File: config.mk
export PLATFORM = sky130hd
export DESIGN_NAME = fetch_unit_flat
export DESIGN_NICKNAME = d
export VERILOG_FILES = /design/src/rtl/fetch_unit_if.sv /design/src/rtl/fetch_unit.sv /design/src/flat_wrapper.sv
export SDC_FILE = /design/constraint.sdc
export NUM_CORES = 1
export LEC_CHECK = 0
export ABC_AREA = 1
export CAP_MARGIN = 20
export CORE_ASPECT_RATIO = 1.25
export CORE_MARGIN = 2
export CORE_UTILIZATION = 50
export DETAILED_ROUTE_END_ITERATION = 16
export DONT_BUFFER_PORTS = 1
export GPL_TIMING_DRIVEN = 0
export PLACE_DENSITY = 0.74
export SLEW_MARGIN = 20
export SYNTH_ARGS = -nofsm -noshare
export SYNTH_HDL_FRONTEND = slang
export SYNTH_SLANG_ARGS = --single-unit
File: constraint.sdc
create_clock -name clk -period 1.9 [get_ports clk]
set_input_delay 0.38 -clock clk [delete_from_list [all_inputs] [get_ports clk]]
set_output_delay 0.38 -clock clk [all_outputs]
set_load 0.03 [all_outputs]
File: src/rtl/fetch_unit_if.sv
// Address and cache-response bundles shared by the fetch stage and the instruction cache.
// ADDR_WIDTH / DATA_WIDTH default to 26 / 32 bits unless defined by the build.
`ifndef ADDR_WIDTH
`define ADDR_WIDTH 26
`endif
`ifndef DATA_WIDTH
`define DATA_WIDTH 32
`endif

interface pc_ifc;
   logic [`ADDR_WIDTH-1:0] pc;
   modport out (output pc);
   modport in  (input  pc);
endinterface

interface cache_output_ifc;
   logic                   valid;
   logic [`DATA_WIDTH-1:0] data;
   modport out (output valid, data);
   modport in  (input  valid, data);
endinterface

File: src/rtl/fetch_unit.sv
// Instruction-fetch stage: owns the PC, steers the cache index and queues hits for decode.
// Optional macro FETCH_BYPASS_EN forwards a hit straight to decode when the queue is empty.
`ifndef ADDR_WIDTH
`define ADDR_WIDTH 26
`endif
`ifndef DATA_WIDTH
`define DATA_WIDTH 32
`endif

module fetch_unit #(
   parameter logic [`ADDR_WIDTH-1:0] RESET_PC    = '0,
   parameter int                     QUEUE_DEPTH = 2
) (
   input  logic                   clk,
   input  logic                   rst_n,
   pc_ifc.out                     o_pc_current,
   pc_ifc.out                     o_pc_next,
   cache_output_ifc.in            i_cache,
   input  logic                   i_redirect_valid,
   input  logic [`ADDR_WIDTH-1:0] i_redirect_pc,
   output logic                   o_insn_valid,
   output logic [`DATA_WIDTH-1:0] o_insn,
   output logic [`ADDR_WIDTH-1:0] o_insn_pc,
   input  logic                   i_insn_ready,
   output logic                   o_fetch_stall
);

   localparam int AW    = `ADDR_WIDTH;
   localparam int DW    = `DATA_WIDTH;
   localparam int PTR_W = (QUEUE_DEPTH > 1) ? $clog2(QUEUE_DEPTH) : 1;
   localparam int CNT_W = PTR_W + 1;
   localparam logic [CNT_W-1:0] DEPTH_C = CNT_W'(QUEUE_DEPTH);

   logic [AW-1:0]    pc_q, pc_d;
   logic [PTR_W-1:0] rd_ptr_q, rd_ptr_d;
   logic [PTR_W-1:0] wr_ptr_q, wr_ptr_d;
   logic [CNT_W-1:0] count_q, count_d;
   logic [DW-1:0]    insn_mem_q [QUEUE_DEPTH];
   logic [DW-1:0]    insn_mem_d [QUEUE_DEPTH];
   logic [AW-1:0]    pc_mem_q   [QUEUE_DEPTH];
   logic [AW-1:0]    pc_mem_d   [QUEUE_DEPTH];

   logic          head_valid;
   logic          fifo_pop;
   logic          fifo_push;
   logic          space;
   logic          accept;
   logic [AW-1:0] redirect_pc_aligned;
   logic [AW-1:0] pc_plus4;
   logic [1:0]    redirect_lsb_unused;

   assign redirect_lsb_unused = i_redirect_pc[1:0];
   assign redirect_pc_aligned = {i_redirect_pc[AW-1:2], 2'b00};
   assign pc_plus4            = pc_q + AW'(4);

`ifdef FETCH_BYPASS_EN
   logic bypass_hit;

   always_comb begin
      head_valid = (count_q != '0);
      fifo_pop   = head_valid & i_insn_ready;
      space      = (count_q < DEPTH_C) | fifo_pop;
      accept     = i_cache.valid & space & ~i_redirect_valid;
      // Empty queue always has space, so this term is free of any ready dependence.
      bypass_hit = ~head_valid & i_cache.valid & ~i_redirect_valid;
      fifo_push  = accept & ~(bypass_hit & i_insn_ready);
      o_insn_valid = head_valid | bypass_hit;
      o_insn       = bypass_hit ? i_cache.data : insn_mem_q[rd_ptr_q];
      o_insn_pc    = bypass_hit ? pc_q         : pc_mem_q[rd_ptr_q];
   end
`else
   always_comb begin
      head_valid   = (count_q != '0);
      fifo_pop     = head_valid & i_insn_ready;
      space        = (count_q < DEPTH_C) | fifo_pop;
      accept       = i_cache.valid & space & ~i_redirect_valid;
      fifo_push    = accept;
      o_insn_valid = head_valid;
      o_insn       = insn_mem_q[rd_ptr_q];
      o_insn_pc    = pc_mem_q[rd_ptr_q];
   end
`endif

   always_comb begin
      pc_d       = pc_q;
      rd_ptr_d   = rd_ptr_q;
      wr_ptr_d   = wr_ptr_q;
      count_d    = count_q;
      insn_mem_d = insn_mem_q;
      pc_mem_d   = pc_mem_q;
      if (i_redirect_valid) begin
         // Redirect wins over everything this cycle, including a pending pop.
         pc_d     = redirect_pc_aligned;
         rd_ptr_d = '0;
         wr_ptr_d = '0;
         count_d  = '0;
      end else begin
         if (accept) begin
            pc_d = pc_plus4;
         end
         if (fifo_push) begin
            insn_mem_d[wr_ptr_q] = i_cache.data;
            pc_mem_d[wr_ptr_q]   = pc_q;
            wr_ptr_d             = wr_ptr_q + PTR_W'(1);
         end
         if (fifo_pop) begin
            rd_ptr_d = rd_ptr_q + PTR_W'(1);
         end
         count_d = count_q + CNT_W'(fifo_push) - CNT_W'(fifo_pop);
      end
   end

   assign o_pc_current.pc = pc_q;
   assign o_pc_next.pc    = pc_d;
   assign o_fetch_stall   = ~accept & ~i_redirect_valid;

   always_ff @(posedge clk or negedge rst_n) begin
      if (!rst_n) begin
         pc_q     <= RESET_PC;
         rd_ptr_q <= '0;
         wr_ptr_q <= '0;
         count_q  <= '0;
         for (int i = 0; i < QUEUE_DEPTH; i++) begin
            insn_mem_q[i] <= '0;
            pc_mem_q[i]   <= '0;
         end
      end else begin
         pc_q       <= pc_d;
         rd_ptr_q   <= rd_ptr_d;
         wr_ptr_q   <= wr_ptr_d;
         count_q    <= count_d;
         insn_mem_q <= insn_mem_d;
         pc_mem_q   <= pc_mem_d;
      end
   end

endmodule

File: src/flat_wrapper.sv
// flat-port wrapper written by rule: the top's interface ports become plain ports
module fetch_unit_flat 
#(
   parameter logic [`ADDR_WIDTH-1:0] RESET_PC    = '0,
   parameter int                     QUEUE_DEPTH = 2
)
  (clk, rst_n, i_redirect_valid, i_redirect_pc, o_insn_valid, o_insn, o_insn_pc, i_insn_ready, o_fetch_stall, o_pc_current_pc, o_pc_next_pc, i_cache_valid, i_cache_data);
  pc_ifc o_pc_current_i ();
  pc_ifc o_pc_next_i ();
  cache_output_ifc i_cache_i ();
  input  logic clk;
  input  logic rst_n;
  input  logic i_redirect_valid;
  input  logic [`ADDR_WIDTH-1:0] i_redirect_pc;
  output logic o_insn_valid;
  output logic [`DATA_WIDTH-1:0] o_insn;
  output logic [`ADDR_WIDTH-1:0] o_insn_pc;
  input  logic i_insn_ready;
  output logic o_fetch_stall;
  output wire logic [$bits(o_pc_current_i.pc)-1:0] o_pc_current_pc;
  output wire logic [$bits(o_pc_next_i.pc)-1:0] o_pc_next_pc;
  input wire logic [$bits(i_cache_i.valid)-1:0] i_cache_valid;
  input wire logic [$bits(i_cache_i.data)-1:0] i_cache_data;
  assign o_pc_current_pc = o_pc_current_i.pc;
  assign o_pc_next_pc = o_pc_next_i.pc;
  assign i_cache_i.valid = i_cache_valid;
  assign i_cache_i.data = i_cache_data;
  fetch_unit #(.RESET_PC(RESET_PC), .QUEUE_DEPTH(QUEUE_DEPTH)) u_core (.clk(clk), .rst_n(rst_n), .o_pc_current(o_pc_current_i), .o_pc_next(o_pc_next_i), .i_cache(i_cache_i), .i_redirect_valid(i_redirect_valid), .i_redirect_pc(i_redirect_pc), .o_insn_valid(o_insn_valid), .o_insn(o_insn), .o_insn_pc(o_insn_pc), .i_insn_ready(i_insn_ready), .o_fetch_stall(o_fetch_stall));
endmodule
==> results of run 1 <==
==> logic make-up after synthesis <==
logic type / synth area share, %
AO/OA/AOI/OAI: 9.816
adder cells (fa/ha/maj): 0.5454
AND/OR/NAND/NOR: 27.52
buffers and inverters: 8.271
flip-flops: 53.08
XOR/XNOR: 0.7635
==> routing by layer <==
| metal | vias to the layer above | share of wire, % | global-route usage [%] |
|---|---|---|---|
| met5 | - | 0 | 0 |
| met1 | 2716 | 40 | 30.26 |
| met4 | 0 | 1.6 | 7.407 |
| met3 | 23 | 6.1 | 6.638 |
| li1 | 2792 | - | - |
| met2 | 198 | 52 | 43.51 |
==> worst register-to-register path, cell delays in order (launching register included) <==
cell and delay (ns):
dfrtp_1 0.41, buf_6 0.14, or2_4 0.29, nand2_4 0.10, inv_2 0.04, ha_4 0.24, inv_1 0.04, ha_2 0.16
xor2_1 0.15, nor2_1 0.06
==> synthesized netlist by cell type, drive strengths merged <==
cell type	instances	area (um2)
buf	19	158.9
a21oi	6	30.03
clkinv	2	7.510
nand4	1	6.260
ha	3	37.54
nor2	25	123.9
xor2	5	43.79
o211ai	2	15.01
nand3	32	177.7
o21bai	1	7.510
a22oi	1	7.510
xnor2	1	8.760
nor3	9	71.32
inv	82	312.8
clkbuf	24	90.09
or2	3	18.77
nand2	392	1489
o21ai	123	615.6
dfrtp	146	3654
nand3b	1	7.510
==> metrics by stage <==
step	hold slack, ns	TNS, ns	instance area [um2]
after floorplan	0.08441	0	6954
after CTS	-0.3586	-10.11	8310
after global routing	-0.3646	-11.98	8487
final	-0.3448	-9.619	8487
after detailed placement	0.08648	-6.101	7168
after global placement	0.08690	-6.291	7168
==> repair_timing <==
item | CTS | global route
pin swaps | 27 | 30
setup endpoints to repair | 86 | 67
setup buffers | 8 | 3
endpoints found under the hold margin | 146 | 146
gates resized for setup | 154 | 47
==> cell usage in the layout (no fill, tap or decap), drive strengths merged <==
cell,netlist,final
nor3,9,9
o21ai,123,123
xnor2,1,1
nor2,25,25
o211ai,2,2
a22oi,1,1
inv,82,83
nand4,1,1
clkinvlp,0,3
buf,19,34
dfrtp,146,146
clkinv,2,6
xor2,5,5
clkbuf,24,38
bufinv,0,4
o21bai,1,1
nand2,392,392
nand3,32,32
or2,3,3
ha,3,3
nand3b,1,1
a21oi,6,6
clkdlybuf4s15,0,1
==> how the worst max path moves through the flow <==
stage	slack [ns]	cells past startpoint	end	from
after floorplan	0.008	8	o_pc_next_pc[16]	u_core.o_pc_current.pc[8]
after global placement	-0.24	8	o_pc_next_pc[25]	u_core.o_pc_current.pc[2]
after detailed placement	-0.24	8	o_pc_next_pc[25]	u_core.o_pc_current.pc[2]
after CTS	-0.55	10	o_pc_next_pc[19]	u_core.o_pc_current.pc[4]
after global routing	-0.63	9	o_pc_next_pc[14]	u_core.o_pc_current.pc[2]
final	-0.53	9	o_pc_next_pc[14]	u_core.o_pc_current.pc[2]
==> flip-flops by register name, indices dropped and copies added (netlist names) <==
register                count
u_core.wr_ptr_q             1
u_core.insn_mem_q          64
u_core.rd_ptr_q             1
u_core.pc_mem_q            52
u_core.count_q              2
u_core.o_pc_current.pc     26
==> cell type report <==
class,instances,area (um2)
clock buffers,20,446.7
inverters,84,325.3
fillers,1152,4862
multi-input cells,605,3261
clock inverters,12,182.7
well taps,171,214.0
repair buffers,11,86.33
flip-flops and latches,146,3676
plain buffers,42,295.3
==> report_power, final <==
group          leakage, nW  internal, W  switching (W)
logic                 2.09      0.00114        0.00314
registers             1.81      0.00411       0.000696
clock network        0.297      0.00224        0.00131
==> summary.txt, run 1 <==
Die
  – Die area: 14,730 um2
  – Site Rows: 47
  – Die width: 108.9 um
  – Ports: 175
  – CORE AREA: 13,350 um2
  – Die Ht: 135.2 um
  – Initial Utilization: 51.56%

Route
  – Initial DRC Count: 349
  – Vias/cell: 5.251
  – ANT nets after route: 0
  – Drt wl/cell: 16.39 um
  – Drt pass-1 iters: 5
  – DR DRC count: 0
  – DRT Wirelength: 17.88 mm
  – Vias: 5,729

Global routing
  – Initial antenna violation count: 0
  – Tot GR Track Use: ~25%
  – Largest net degree at the start of global routing: 147
  – Vias in the first global route: 5,754
  – First-pass GRT wire length: 28.28 mm
  – Total grt overflow: 0

Final layout
  – ANT cells: 0
  – Final Core Density: 63.58%
  – Post-Layout Cell Count: ~1,100
  – Nets: 973
  – Layout cells sized above 1: 24.67%
  – Area delta synth->final: 23.30%

Clock network
  – Worst-Skew Late Latency: 0.41 ns
  – CTS clk-pin slew, worst paths: 0.06 ns
  – Inserted Clock Buffers: 17
  – Clk sinks: 146
  – H-tree depth: 4
  – CTS tree: built
  – Root Buffer: clkbuf_16
  – Clock buffer depth: 2

Timing
  – Setup ws final: -0.5330 ns
  – Final Hold Viols: around 150
  – Max Slew Vio Count: 0
  – Fmax: 0.4110 GHz
  – RSZ-0062 raised after global routing: yes
  – Rel. slew slack: 48.29%
  – Hold Slack: -0.3448 ns
  – Max Clock Skew: between 0.009 and 0.01 ns
  – Crit path time final: 2.433 ns
  – Final period util: 128.1%
  – Final Setup Violations: 24
  – Worst Max-Slew Pin Slew: between 0.7 and 0.8 ns

Critical path
  – Register-to-register setup slack: 0.13 ns
  – Crit start category: flop
  – Largest fanout on the critical path: 5
  – Worst EP arrival: 2.05 ns
  – CP max-delay cell: dfrtp_2
  – Critical path buffer and inverter count: 0
  – Worst R2R End: u_core.count_q[1]
  – CP Capture Type: output port
  – CP most frequent cell: nand2_4
  – R2r worst-path depth: 9
  – Setup Crit Path Kind: reg2out
  – Worst R2R Start: u_core.count_q[1]
  – CP top delay family: simple AND/OR/NAND/NOR gates
  – Crit path required time: 1.52 ns
  – CP max stage delay: 0.53 ns
  – Worst path cell trace: ha_4 > nand2_4 > nor2_4 > nand2_4 > nor2_4 > nand2_1 > nand2_1 > nand3_2 > nand2_4

Power and ir drop
  – VDD IR max: 0.6524 mV
  – Pwr/cell area: 1491 nW/um2
  – Power, Total: 0.01265 W
  – Leakage power: 4.192 nW

Place
  – DP Cell Count: 1,049
  – Placer Congestion: around 0.92
  – Hpwl dp: 12.25 mm
  – Place WS: -0.2363 ns
  – IO Port Bufs: 0

Synth
  – Post-synthesis cell area: between 6000 and 7000 um2
  – Mapped Cells: roughly 900
  – Syn nets: roughly 940
  – Ys Warns: 0
  – Register area share after synthesis: 53.08%
  – Flops & latches, synth: about 150
  – Yosys cell types: 33
  – Avg Inst Size Synth: 7.839 um2

Flow run
  – Max Cap Viol: 0

Outcome
  – Violated checks: negative hold slack, negative setup slack
  – Status: finished, violations left

Hold path
  – Hold Crit Class: in2async
(Power assumes the default switching activity.)
==> run 2, diff against run 1 <==
SKIP_CTS_REPAIR_TIMING = 1   (was unset)
==> summary.txt, run 2 (synthesis results as in run 1) <==
Outcome
  – Status: finished, violations left
  – Violated checks: negative hold slack, negative setup slack

Global routing
  – First-pass GRT wire length: 27.63 mm (-2.3%)
  – Largest net degree at the start of global routing: 147 (unchanged)
  – Initial antenna violation count: 0 (unchanged)
  – Total grt overflow: 0 (unchanged)
  – Tot GR Track Use: 24.47% (-0.55 points)
  – Vias in the first global route: 5,539 (-3.7%)

Route
  – Initial DRC Count: 346 (-0.86%)
  – DRT Wirelength: 18.23 mm (+2.0%)
  – Drt wl/cell: 16.79 um (+2.4%)
  – ANT nets after route: 0 (unchanged)
  – Vias: 5,778 (+0.86%)
  – Vias/cell: 5.320 (+1.3%)
  – DR DRC count: 0 (unchanged)
  – Drt pass-1 iters: 5 (unchanged)

Final layout
  – ANT cells: 0 (unchanged)
  – Max FFs per register: 64 (unchanged)
  – Most flops, register: u_core.insn_mem_q
  – Filler cells: 1,162 (+0.87%)
  – Nets: 968 (-0.51%)
  – Post-Layout Cell Count: 1,086 (-0.46%)
  – Commonest non-fill, non-tap cells in the layout: nand2_1 (284), dfrtp_1 (128), inv_1 (75)
  – Final Cell Area: 8538 um2 (+0.60%)
  – Layout cells sized above 1: 26.23% (+1.6 points)
  – Area delta synth->final: 24.05%
  – Commonest non-fill, non-tap cell in the layout: nand2_1

Timing
  – Max Slew Vio Count: 0 (unchanged)
  – Final Hold Viols: 146 (unchanged)
  – Fmax: 0.4008 GHz (-2.5%)
  – Final period util: 131.3% (+3.3 points)
  – RSZ-0062 raised after global routing: yes
  – Rel. slew slack: 47.56% (-0.73 points)
  – Hold Slack: -0.3470 ns (-0.002275 ns)
  – Setup TNS: -9.963 ns (-0.3441 ns)
  – Crit path time final: 2.495 ns (+0.06182 ns)
  – Final Setup Violations: 24 (unchanged)
  – Worst Max-Slew Pin Slew: 0.7866 ns (+0.01098 ns)
  – Setup ws final: -0.5948 ns (-0.06182 ns)
  – Max Clock Skew: 0.01090 ns (+0.001109 ns)

Clock network
  – CTS clk-pin slew, worst paths: 0.07 ns (about the same)
  – Root Buffer: clkbuf_16
  – Inserted Clock Buffers: 17 (unchanged)
  – CTS tree: built
  – Clock buffer depth: 2 (unchanged)
  – H-tree depth: 4 (unchanged)
  – Worst-Skew Late Latency: 0.42 ns (about the same)
  – Clk sinks: 146 (unchanged)

Power and ir drop
  – Gate power share: 34.4% (+0.5 points)
  – Internal: 0.007541 W (+0.56%)
  – VDD IR max: 0.6473 mV (-0.78%)
  – Leakage power: 4.195 nW (about the same)
  – Clk pwr share: 27.8% (-0.3 points)
  – Sequential share of power: 37.8% (-0.2 points)
  – Total net switching power: 0.005255 W (+2.0%)
  – Switching Fraction: 41.07% (+0.34 points)
  – Pwr/cell area: 1499 nW/um2 (+0.54%)

Flow run
  – Max Cap Viol: 0 (unchanged)

Place
  – Placed Area: 7168 um2 (unchanged)
  – Placer Congestion: 0.9195 (unchanged)
  – IO Port Bufs: 0 (unchanged)
  – Hpwl dp: 12.25 mm (unchanged)
  – Place WS: -0.2363 ns (unchanged)
  – DP Cell Count: 1,049 (unchanged)

Die
  – Die area: 14,730 um2 (unchanged)
  – Ports: 175 (unchanged)
  – Site Rows: 47 (unchanged)
  – Die width: 108.9 um (unchanged)
  – CORE AREA: 13,350 um2 (unchanged)
  – Initial Utilization: 51.56% (unchanged)
  – Die Ht: 135.2 um (unchanged)

Critical path
  – CP Capture Type: output port
  – Crit path required time: 1.52 ns (about the same)
  – Crit start category: flop
  – Worst EP arrival: 2.11 ns (+0.06 ns)
  – Register-to-register setup slack: 0.09 ns (-0.04 ns)
  – Largest fanout on the critical path: 5 (unchanged)
  – Setup Crit Path Kind: reg2out

Hold path
  – Hold Crit Class: in2async
==> run 2: cell types whose count changed in the layout (fill, tap and decap cells not counted), sizes merged <==
| cell | before | now |
|---|---|---|
| buf | 34 | 31 |
| clkinv | 6 | 4 |
| clkdlybuf4s15 | 1 | 0 |
| clkbuf | 38 | 36 |
| clkinvlp | 3 | 5 |
| inv | 83 | 84 |
==> run 2: power by group through the flow <==
stage	logic, W	registers, W	clock network, W
after floorplan	0.00319	0.00469	0
after global placement	0.00374	0.00477	0
after detailed placement	0.00381	0.00482	0
after CTS	0.00382	0.00477	0.00360
after global routing	0.00481	0.00496	0.00373
final	0.00440	0.00484	0.00356
==> run 2: routing by layer <==
metal  part of all wire [%]  vias up  global-route usage [%]
met5                      0        -                       0
met4                    1.9        0                   7.692
met3                    5.5       25                   6.782
met2                     53      184                   41.68
met1                     40     2783                   29.99
li1                       -     2786                       -
==> run 2: stage by stage <==
step | util (%) | power (W)
4_1_cts | 58.41 | 0.01218
6_report | 63.96 | 0.01280
5_1_grt | 63.96 | 0.01349
3_5_place_dp | 53.70 | 0.008625
3_3_place_gp | 53.70 | 0.008506
2_1_floorplan | - | 0.007876
==> run 2: worst paths after layout <==
| path | cells after the start | to | start |
|---|---|---|---|
| max in group asynchronous | 0 | u_core.o_pc_current.pc[8] | rst_n |
| worst max-delay path | 9 | o_pc_next_pc[16] | u_core.o_pc_current.pc[2] |
| worst min register to register | 2 | u_core.pc_mem_q[51] | u_core.pc_mem_q[51] |
| min in group clk | 2 | u_core.insn_mem_q[8] | i_cache_data[8] |
| worst max register to register | 9 | u_core.o_pc_current.pc[16] | u_core.o_pc_current.pc[2] |
| worst min-delay path | 0 | u_core.o_pc_current.pc[5] | rst_n |
==> run 2: final cells by class <==
| class | count | area [um2] | area share, % |
|---|---|---|---|
| Timing Repair inverter | 1 | 7.507 | 0.08792 |
| Sequential cell | 146 | 3676 | 43.05 |
| Clock inverter | 12 | 182.7 | 2.140 |
| Timing Repair Buffer | 5 | 37.54 | 0.4396 |
| Multi-Input combinational cell | 605 | 3346 | 39.19 |
| Clock buffer | 20 | 446.7 | 5.232 |
| Inverter | 84 | 326.6 | 3.825 |
| Buffer | 42 | 301.5 | 3.532 |
| Tap cell | 171 | 214.0 | 2.506 |
==> run 2: critical path, stage by stage (launching register included) <==
cell and delay, ns:
dfrtp_2 0.53, ha_4 0.20, nand2_4 0.05, nor2_4 0.18
nand2_4 0.09, nor2_4 0.17, nand2_1 0.07, nand2_1 0.07
nand2_2 0.07, a21oi_4 0.25
==> variant 1 (config.mk and constraints of run 2) <==
Build with the macro `FETCH_BYPASS_EN` defined.
--- a/src/rtl/fetch_unit.sv
+++ b/src/rtl/fetch_unit.sv
@@ -1,5 +1,7 @@
 // Instruction-fetch stage: owns the PC, steers the cache index and queues hits for decode.
 // Optional macro FETCH_BYPASS_EN forwards a hit straight to decode when the queue is empty.
+`define FETCH_BYPASS_EN
+
 `ifndef ADDR_WIDTH
 `define ADDR_WIDTH 26
 `endif
Formal check against the unedited RTL: not equivalent (Yosys sat finds a counterexample within 4 cycles, from zero or initial values and one cycle with rst_n low).
==> variant 1 against run 2 <==
The flow still finishes with violations (hold timing, setup timing); synthesized cell count rose by 9.6%; design area rose by 17%; sequential cell count did not move; setup slack got worse by 0.097 ns; wire length rose by 25%; synthesized area rose by 5.5%; total power rose by 28%; largest power group is now combinational logic; highest routed layer unchanged.
==> variant 1: results (changes against run 2) <==
Outcome
  • Status: finished, violations left (unchanged)
  • Failing checks: hold timing, setup timing (unchanged)

Worst setup path
  • Crit path max fanout: 7 (was 5)
  • Critical R2R Launch: u_core.o_pc_current.pc[3]$_DFF_PN0_ (was u_core.o_pc_current.pc[2]$_DFF_PN0_)
  • Setup crit end: o_pc_next_pc[20] (was o_pc_next_pc[16])
  • Reg2reg path depth: 7 (was 9)
  • Worst Path Arrival: 2.21 ns (was 2.11 ns)

Power
  • Leakage: 4.46 nW (was 4.19 nW)
  • Max IR drop VDD: 0.955 mV (was 0.647 mV)

Routing
  • Met3 routed WL: 1.70 mm (was 1.00 mm)
  • Final wirelength: 22.9 mm (was 18.2 mm)
  • Met1 WL: 9.01 mm (was 7.28 mm)
  • DRT iter0 DRCs: 542 (was 346)
  • Via count: 6884 (was 5778)

Global route
  • Met1 Use GR: 36.0% (was 30.0%)
  • Number of global-route vias before repair: 6785 (was 5539)
  • Met3 Track Usage GR: 6.64% (was 6.78%)
  • Gr usage total: 29.0% (was 24.5%)

STA
  • Slew margin rel.: 33.9% (was 47.6%)
  • Endpoints failing hold: 146 (unchanged)
  • # setup viols final: 83 (was 24)
  • WHS: -0.350 ns (was -0.347 ns)
  • Final WS setup: -0.692 ns (was -0.595 ns)
  • Setup TNS: -36.90 ns (was -9.96 ns)

Logic synthesis
  • Most frequent cells after synthesis: nand2_1, dfrtp_1, nor2_1 (was nand2_1, dfrtp_1, inv_1)
  • Seq/Total Area, Yosys: 50.3% (was 53.1%)
  • Post-synthesis compound-gate area fraction: 14.1% (was 9.82%)
  • Top cells by area, synth: dfrtp_1, nand2_1, a31oi_1 (was dfrtp_1, nand2_1, o21ai_1)
  • Synth Area in XOR/XNOR: 0.362% (was 0.763%)
  • Post-Syn Nets: 1028 (was 944)
  • Adder-Cell Fraction of Synth Area: 0.517% (was 0.545%)

Placement
  • RePlAce Congestion: 0.895 (was 0.920)

Layout
  • Layout cell share with drive strength beyond 1: 26.6% (was 26.2%)
  • Net count, final: 1065 (was 968)
variant 1: per-stage QoR:
stage / cells / cell area [um^2] / worst slack [ns] / total power [W]
after global placement: 1140 / 8450 / -0.440 / 0.0116
after detailed placement: 1140 / 8450 / -0.470 / 0.0118
after global routing: 1190 / 10000 / -0.764 / 0.0172
after CTS: 1172 / 9150 / -0.932 / 0.0158
final: 1190 / 10000 / -0.692 / 0.0164
after floorplan: 962 / 8220 / -0.0285 / 0.0107
variant 1: layout make-up:
class | count | area share, %
inverter | 84 | 3.23
sequential | 146 | 36.7
tap | 178 | 2.22
clock buffer | 24 | 5.10
multi-input combinational | 675 | 43.4
buffer | 56 | 4.87
timing repair buffer | 19 | 2.50
clock inverter | 8 | 1.95
variant 1: power by group:
group | internal, W | leakage (nW) | switching, W
clock network | 0.00268 | 0.339 | 0.00129
registers | 0.00435 | 1.81 | 0.000896
logic | 0.00248 | 2.31 | 0.00467
total | 0.00951 | 4.46 | 0.00686
==> variant 2 (settings of run 2) <==
Without the edit above. Reset style: synchronous (`rst_n`), changed in one clocked block.
--- a/src/rtl/fetch_unit.sv
+++ b/src/rtl/fetch_unit.sv
@@ -114,7 +114,7 @@
    assign o_pc_next.pc    = pc_d;
    assign o_fetch_stall   = ~accept & ~i_redirect_valid;
 
-   always_ff @(posedge clk or negedge rst_n) begin
+   always_ff @(posedge clk) begin
       if (!rst_n) begin
          pc_q     <= RESET_PC;
          rd_ptr_q <= '0;
Formal check against the unedited RTL: differs if rst_n is asserted again (counterexample within 4 cycles, from zero or initial values and one cycle with rst_n low); with rst_n held inactive, the same outputs for 4 cycles.
==> variant 2 against run 2 <==
The run ends with setup timing left; design area rose by 0.40%; die area shrank 4.9%; synthesized area is 5.1% lower; critical path type unchanged; first-iteration DRC count up 21%; fmax up 6.0%; sequential cell count stayed put; wire length grew 8.2%; setup slack gained 0.14 ns.
Power is not compared: it rests on default switching activity, and its combinational part moved more than twofold at a synthesized area within 25%.
==> variant 2: results (changes against run 2) <==
Outcome
  • Status: finished, violations left (unchanged)
  • Failing checks: setup timing (was hold timing, setup timing)

Layout
  • Fillers: 1041 (was 1162)
  • Multi-input gate share of total cell area: 45.2% (was 39.2%)
  • Footprint of the multi-input gates: 3870 um^2 (was 3350 um^2)
  • Layout cell share with drive strength beyond 1: 26.7% (was 26.2%)
  • Net count, final: 1013 (was 968)
  • FFs & Latches: 146 (unchanged)
  • Multi-input comb cells: 619 (was 605)
  • Clock network area share: 7.81% (was 7.37%)
  • Sequential share of cell area: 35.0% (was 43.1%)
  • Inverters: 98 (was 85)
  • # clk buffers: 21 (was 20)
  • Top reg by flops: u_core.insn_mem_q (unchanged)
  • Largest register FFs: 64 (unchanged)
  • Non-CTS buffers: 66 (was 47)
  • Signal buf overhead: 5.08% (was 3.97%)

Global route
  • Number of global-route vias before repair: 5739 (was 5539)
  • Gr usage total: 26.0% (was 24.5%)
  • First-pass GRT wire length: 29.1 mm (was 27.6 mm)
  • Largest net degree at the start of global routing: 17 (was 147)

Logic synthesis
  • Post-Syn Nets: 985 (was 944)
  • Ys async rst share: 0% (was 100%)
  • Synth Area in XOR/XNOR: 0.670% (was 0.763%)
  • Cell variety after synth: 38 (was 33)
  • Post-synthesis compound-gate area fraction: 21.6% (was 9.82%)
  • Seq/Total Area, Yosys: 44.7% (was 53.1%)
  • Adder-Cell Fraction of Synth Area: 0.383% (was 0.545%)
  • Mapped Cells: 920 (was 878)
  • Main combinational cell family by area after synthesis: simple AND/OR/NAND/NOR gates (unchanged)
  • Most frequent cells after synthesis: o21ai_0, nand2_1, dfxtp_1 (was nand2_1, dfrtp_1, inv_1)
  • Top cells by area, synth: dfxtp_1, o21ai_0, nand2_1 (was dfrtp_1, nand2_1, o21ai_1)

Routing
  • DRT iter0 DRCs: 417 (was 346)
  • Avg WL per Cell: 17.5 um (was 16.8 um)
  • Final wirelength: 19.7 mm (was 18.2 mm)
  • Via count: 6274 (was 5778)

Clock network
  • Clock slew at reported path FFs: 0.06 ns
  • Clk root buf: clkbuf_16 (unchanged)
  • H-Tree Depth: 4 (unchanged)

Placement
  • Placed insts: 1088 (was 1049)
  • Placed instance area: 6760 um^2 (was 7170 um^2)
  • Port bufs: 0 (unchanged)
  • Detailed placer's ending HPWL: 13.5 mm (was 12.3 mm)
  • Pre-CTS WS: -0.404 ns (was -0.236 ns)
  • RePlAce Congestion: 0.904 (was 0.920)

Worst setup path
  • Crit path max fanout: 6 (was 5)
  • Master of the slowest instance on the critical path: dfxtp_4 (was dfrtp_2)
  • Max incr delay on CP: 0.45 ns (was 0.53 ns)
  • Top delay family on crit path: simple AND/OR/NAND/NOR gates (unchanged)
  • Worst Path Arrival: 1.97 ns (was 2.11 ns)

STA
  • Setup TNS: -7.35 ns (was -9.96 ns)
  • # setup viols final: 24 (unchanged)
  • Final WS setup: -0.454 ns (was -0.595 ns)
  • Worst Skew: 0.00642 ns (was 0.0109 ns)
  • Slew margin rel.: 50.9% (was 47.6%)

Power
  • Leakage: 3.38 nW
  • Combinational power share: 13.1%

Worst hold path
  • Hold Crit Class: in2reg (was in2async)
[variant 2: routing by layer]
metal	track usage (%)	part of all wire, %	vias to the layer above
li1	-	-	3055
met1	30.5	38	2971
met2	46.0	53	220
met3	6.28	6.7	28
met4	8.77	1.8	0
met5	0	0	-
[variant 2: path summary, 6_finish.rpt]
kind | from | slack, ns | cells after the start | end
worst min register to register | u_core.pc_mem_q[50]$_SDFFE_PN0P_ | 0.48 | 2 | u_core.pc_mem_q[50]$_SDFFE_PN0P_
worst min-delay path | i_cache_data[28] | 0.11 | 2 | u_core.insn_mem_q[28]$_SDFFE_PN0P_
worst max register to register | u_core.count_q[1]$_SDFF_PP0_ | 0.11 | 7 | u_core.count_q[1]$_SDFF_PP0_
worst max-delay path | u_core.o_pc_current.pc[3]$_SDFF_PN0_ | -0.45 | 9 | o_pc_next_pc[22]
